### src/rtl/sat_counter.sv
// sat_counter
//   Saturating up-counter with synchronous clear.
//   Ports:
//     clk    - clock
//     reset  - synchronous active-high reset (count -> 0)
//     inc    - increment request (ignored once all ones)
//     clr    - synchronous clear; wins over a simultaneous inc
//     count  - current count value [W-1:0]
module sat_counter #(
    parameter int unsigned W = 8
) (
    input  logic         clk,
    input  logic         reset,
    input  logic         inc,
    input  logic         clr,
    output logic [W-1:0] count
);

    always_ff @(posedge clk) begin
        if (reset || clr) begin
            count <= '0;
        end else if (inc && (count != '1)) begin
            count <= count + W'(1);
        end
    end

endmodule

### config.mk
export PLATFORM = sky130hd
export DESIGN_NAME = sat_counter
export DESIGN_NICKNAME = d
export VERILOG_FILES = /design/src/rtl/sat_counter.sv
export SDC_FILE = /design/constraint.sdc
export NUM_CORES = 1
export LEC_CHECK = 0
export CORE_AREA = 2 2 39 41
export DETAILED_ROUTE_END_ITERATION = 8
export DIE_AREA = 0 0 41 43
export PLACE_DENSITY_LB_ADDON = 0.3
export SETUP_SLACK_MARGIN = 0.02
export SYNTH_ARGS = -nofsm -noshare
export SYNTH_HDL_FRONTEND = slang
export SYNTH_SLANG_ARGS = --single-unit
### constraint.sdc
create_clock -name clk -period 1.2 [get_ports clk]
set_input_delay 0.18 -clock clk [delete_from_list [all_inputs] [get_ports clk]]
set_output_delay 0.18 -clock clk [all_outputs]
set_load 0.005 [all_outputs]
Yosys cells after proc, flatten, opt, wreduce, memory -nomap -nowiden
Cells that the tools add are included.
- $add $sub $neg: 1
- equality and inequality tests: 1
- reduce and logical (&&, ||, !) cells: 2
- operator list (cell ; number):
    $add 8x1->8 const B ; 1
    $ne 8x8->1 const B ; 1
    $logic_and 1x1->1 ; 1
    $logic_or 1x1->1 ; 1
- register bits after elaboration: 8
- input bits: 4
- output and inout port bits: 8
- logic and storage cells: 5

Depth between registers and ports, before layout
- depth in word-level cells: 2
- depth in mapped cells: 4
- depth with buffers taken out: 4

Worst setup path after synthesis
No wires, ideal clock.
- kind: register to register
- from: register count[0]
- to: register count[6]
- setup time: 0.115 ns
- arrival: 1.248 ns
- required time: 1.085 ns
- slack: -0.164 ns
- stages on the path, launching flop included: 5
- path buffers: 0
- period minus slack after synthesis: 1.364 ns
- path through: dfxtp_1 -> ha_1 -> nand3_1 -> or4_1 -> and3_1
- cells in the longest elaborated chain, start to end: 2
- elaborated cells on any way between the ends: 3
- classes of those cells: add/sub: 1; eq/ne: 1; reduce/logical: 1
- ends and longest elaborated chain (item ; RTL line ; text):
    start, declared ; 16 ; output logic [W-1:0] count
    start signal, assigned ; 23 ; count <= count + W'(1);
    parallel branches: the longest is 2 deep, another holds $add 8x1->8 ; - ;
Parallel ways; which one is timed is not known.
A chain may end at the register's enable or synchronous reset.

Worst setup path after layout
Same ends and word-level chain as after synthesis.

==> reports/qor.csv <==
metric;value;unit
endpoints failing setup;0;
CP Capture Type;flip-flop;
DRC Markers;0;
largest fanout on the critical path;4;
cell taking the most area after synthesis;dfxtp_1;
wire length of the first global-routing pass;1880;um
Critical Path Start Type;flip-flop;
leakage;0.324;nW
Slew @ Worst Pin;0.204;ns
PortBufs;11;
switch share;23.2;%
flops & latches, synth;8;
Layout Cells excl Fill;93;
sequential area share after synthesis;38.0;%
hold depth;2;
Max-Cap Viols;0;
Cell Int Power;0.000419;W
Async S/R FF share, synth;0;%
Avg Inst Size Synth;8.78;um2
Syn Inst Count;48;
vias in the first global route;459;
worst reg-to-reg path cell count;4;
Clock Power Share;42.5;%
CTS Buf Count;3;
max layer used;met4;
cts hold-fix bufs;0;
antenna violation net count after detailed routing;0;
Clock Sink Count;8;
detailed-router iteration count before antenna repair;4;
EDFF count, synth;0;
power consumption;0.000546;W
RSZ-0062 raised after global routing;true;
most common cell after layout, fill and taps aside;buf_4;
crit path DAT;1.35;ns
post-synth top area share;38.0;%
initial antenna violation count;0;
post-DR wirelength/cell;12.5;um
die height;43;um
dpl cell area;662;um2
I/O Pins;12;
Post-Syn Nets;53;
net switching power;0.000127;W
status;completed;
Max-slew headroom;86.3;%
routed wl met3;59;um
die area;0.00176;mm2
Critical R2R Launch;count[0];
worst min-delay path endpoint;count[2];
Largest register FFs;8;
Skew-Pair Late Insertion Delay;0.26;ns
vias per cell;5.09;
Critical Path RT;1.36;ns
critical path type;flip-flop to flip-flop;
GRT Residual Overflow;0;
most frequent cells in the layout;14 x buf_4, 7 x nand2_1, 5 x dfxtp_2, 5 x dlygate4sd2_1, 4 x mux2i_1;
Power per Cell Area;735;mW/mm2
Area Growth Syn to Fin;76.3;%
met1 WL;492;um
Comb pwr share;9.0;%
pre-CTS WS;-0.343;ns
global placement routability congestion;0.727;
met2 routed WL;605;um
Regs by FF count;count: 8 flops;
fraction of final layout cells sized beyond drive strength 1;50.6;%
# H-tree levels;1;
CTS clk-pin slew, worst paths;0.06;ns
largest net degree at the start of global routing;7;
Total GRT Usage;16.2;%
Mapped Area;422;um2
max-slew violation count;0;
top cells by area, synth;dfxtp_1 38%, mux2i_1 9.5%, nand2_1 6.2%;
initial core utilization;30.5;%
worst hold path class;input pin to flip-flop;
final critical-path required period;1.19;ns
# fillers;133;
Setup Skew;0.00894;ns
vias;473;
Worst R2R End;count[6];
HP Start;reset;
Peak VDD IR;0.368;mV
Reg power frac;48.5;%
1st-iter DRT viols;7;
root buffer cell;clkbuf_4;
maximum clock rate;0.837;GHz
DP HPWL;820;um
largest register by flop count;count;
WL final;1160;um
Hold Vio Cnt, Final;0;
ys flop type;dfxtp_1;
FP Rows;14;
Netlist cell types;23;
Final #Nets;83;
Final Cycle Share;99.5;%
R2R setup slack;0.006;ns
Core ar.;0.00138;mm2
fin worst setup slack;0.00578;ns
worst-case clock buffer depth;2;
cell area after layout;743;um2
DIE WIDTH;41;um
# diodes;0;
Ys Warns;0;
# placed instances;86;
CTS tree;built;
Yosys cell counts (2+ instances only):
master   count
a21oi_1      5
nand3_1      2
dfxtp_1      8
or3_1        2
and3b_1      2
mux2i_1      4
and3_1       2
nand2_1      7
nand4_1      2
worst max-delay path by stage:
stage | startpoint | to | slack [ns]
2_1_floorplan | count[1] | count[6] | -0.03
3_3_place_gp | inc | count[3] | -0.34
3_5_place_dp | inc | count[3] | -0.34
4_1_cts | count[0] | count[6] | -0.003
5_1_grt | count[0] | count[6] | -0.08
6_report | count[0] | count[6] | 0.006
worst max-delay path, cell delays in order, from the launching register on:
cell and delay, ns:
dfxtp_4 0.36, ha_4 0.14, nand3_2 0.06, or4_1 0.38
and3_1 0.15
metrics by stage:
step | TNS, ns | utilization, % | hold WS (ns)
after detailed placement | -1.41 | 47.8 | 0.596
after global routing | -0.165 | 53.7 | 0.607
final | 0 | 53.7 | 0.579
after global placement | -1.34 | 47.8 | 0.574
after floorplan | -0.0285 | - | 0.258
after CTS | -0.00328 | 52.4 | 0.563
layout make-up:
| cell class | count | area, um2 | share of cell area [%] |
|---|---|---|---|
| sequential | 8 | 178 | 23.9 |
| clock buffer | 4 | 26.3 | 3.54 |
| tap | 16 | 20.0 | 2.69 |
| inverter | 1 | 3.75 | 0.505 |
| timing repair buffer | 26 | 220 | 29.6 |
| multi-input combinational | 38 | 295 | 39.7 |
cell families (layout without fill, tap and decap cells):
group | count (synthesis) | after routing | synth area share, %
compound gates | 9 | 9 | 13.6
fa+ha+maj | 1 | 1 | 2.97
buf+inv | 2 | 31 | 2.08
flops | 8 | 8 | 38.0
mux | 4 | 4 | 9.50
simple gates | 24 | 24 | 33.8
routing by layer:
metal,global-route usage (%),vias to the layer above
met4,10.0,0
met5,0,-
li1,-,239
met1,18.1,218
met2,26.3,14
met3,3.14,2
power by group through the flow:
stage | combinational [W] | clock (W) | sequential, W
2_1_floorplan | 0.0000141 | 0 | 0.000274
3_3_place_gp | 0.0000482 | 0 | 0.000273
3_5_place_dp | 0.0000482 | 0 | 0.000273
4_1_cts | 0.0000476 | 0.000247 | 0.000265
5_1_grt | 0.0000538 | 0.000253 | 0.000265
6_report | 0.0000490 | 0.000232 | 0.000265
what timing repair did:
item / in CTS / in global routing
buffers inserted: 4 / 0
pin swaps: 4 / 3
gates resized for setup: 23 / 5
hold endpoints to repair: 0 / 0
setup endpoints to repair: 12 / 8
Note: power is estimated with default switching activity, not from simulation.
==> edit (same settings) <==
Register the inputs `inc` and `clr` before use. The logic sees them one clock later.
--- a/src/rtl/sat_counter.sv
+++ b/src/rtl/sat_counter.sv
@@ -16,10 +16,18 @@
     output logic [W-1:0] count
 );
 
+    logic inc_q;
+    logic clr_q;
+
     always_ff @(posedge clk) begin
-        if (reset || clr) begin
+        inc_q <= inc;
+        clr_q <= clr;
+    end
+
+    always_ff @(posedge clk) begin
+        if (reset || clr_q) begin
             count <= '0;
-        end else if (inc && (count != '1)) begin
+        end else if (inc_q && (count != '1)) begin
             count <= count + W'(1);
         end
     end
Check against the original RTL: not equivalent (Yosys sat finds a counterexample within 4 cycles, from zero or initial values).
==> edit against the original RTL <==
The flow now finishes with violations (negative setup slack); power grew 15%; count of clock-buffer cells in the layout is the same; sequential cell count grew 2; final cell count shrank 2.2%; synthesized area grew 9.5%; setup slack lost 0.065 ns; design area is the same; wire length shrank 12%; critical path type unchanged; critical endpoint unchanged.
==> edit: results (changes against the original RTL) <==
- Worst vdd ir: 0.4832 mV (+31%)
- Met2 Use GR: 0.2313 (-0.03125)
- DP Cell Count: 86 (unchanged)
- Syn_nets: 55 (+3.8%)
- Cts bufs inserted: 3 (unchanged)
- Violated checks: negative setup slack
- Grt met1 use: 0.1753 (-0.005905)
- WL per Instance: 11.23 um (-10%)
- Setup TNS Final: -0.05912 ns (-0.05912 ns)
- Area of the multi-input gates: 289.0 um^2 (-2.1%)
- Vias in the first global route: 426 (-7.2%)
- Vias: 462 (-2.3%)
- CP max stage delay: 0.41 ns (+0.03 ns)
- Clk buf depth: 2 (unchanged)
- Clk slew on worst S/H paths: 0.07 ns
- Post-DP Area: 686.9 um^2 (+3.8%)
- Worst-path fanout max: 3 (-1)
- Crit path DAT: 1.43 ns (+0.08 ns)
- Pre-antenna DRT Iters: 4 (unchanged)
- Status: finished, violations left
- Length of routed wiring on met1: 452 um (-8.1%)
- Final worst slack: -0.05912 ns (-0.06490 ns)
- Dpl hpwl: 791.4 um (-3.5%)
- Net count, final: 81 (-2.4%)
- Largest net degree at the start of global routing: 9 (+2)
- Clock Power Share: 0.403 (-0.022)
- Fill cells: 141 (+6.0%)
- # Post-CTS Setup Buffers: 1 (-3)
- Post-CTS resize count: 19 (-17%)
- Final Setup Violations: 1 (+1)
- Met3 wire length: 67 um (+14%)
- Comb pwr: 35.5 uW (-28%)
- Switching power: 144.0 uW (+14%)
- Port Buf Inserts: 11 (unchanged)
- Dpl ws: -0.1465 ns (+0.1961 ns)
- Top flop regs: count (8), clr_q (1), inc_q (1)
- Synth Warn #: 0 (unchanged)
- Leakage: 0.3215 nW (-0.89%)
- First-pass GRT wire length: 1.745 mm (-7.0%)
- Synth area leaders: dfxtp_1 (43%), mux2i_1 (8.7%), nand2_1 (5.7%), a21oi_1 (5.4%), and3b_1 (3.8%)
- Placer congestion estimate: 0.7189 (-1.1%)
- Worst Skew: 0.006645 ns (-0.002296 ns)
- Post-Syn Area per Cell: 9.234 um^2 (+5.1%)
- Gr usage total: 0.1501 (-0.01192)
- Top cells by count, synth: dfxtp_1 (10), nand2_1 (7), a21oi_1 (5)
- Slew of the pin with the lowest slew margin: 0.2906 ns (+0.08671 ns)
- Number of DRC violations after detailed-routing iteration 0: 6 (-1)
- Via density per instance: 5.077 (-0.18%)
- Post-synthesis sequential area ratio: 0.4336 (+0.05378)
- Clock latency on the worst-skew pair: 0.28 ns (+0.02 ns)
- Slowest-stage cell, CP: or4_4
- EDFF count, synth: 0 (unchanged)
- Routed length on met2: 481 um (-20%)
- Ratio of cells with drive above 1 in the final layout: 0.4533 (-0.05316)
- Power Clock: 253 uW (+9.1%)
## edit: path summary, 6_finish.rpt
kind	cells after the start	end	from	slack (ns)
max	4	count[6]	count[0]	-0.06
min	1	inc_q	inc	0.35
max reg2reg	4	count[6]	count[0]	-0.06
min reg2reg	1	count[2]	clr_q	0.50
## edit: final cells by class
cell class / count / area share
multi-input cells: 38 / 0.3889
flip-flops and latches: 10 / 0.2946
repair buffers: 22 / 0.2492
clock buffers: 4 / 0.03535
well taps: 16 / 0.02694
inverters: 1 / 0.005051
## edit: logic make-up after synthesis
group / count (synthesis) / synth area share
and+or+nand+nor: 24 / 0.3090
DFF: 10 / 0.4336
AOI/OAI and AO/OA: 9 / 0.1246
muxes: 4 / 0.08672
buffers and inverters: 2 / 0.01895
adders and majority gates: 1 / 0.02710
## edit: worst max-delay path: cells and delay by family (launching register included)
| kind | cells | cell delay, ns |
|---|---|---|
| and+or+nand+nor | 3 | 0.64 |
| adders and majority gates | 1 | 0.14 |
| DFF | 1 | 0.37 |
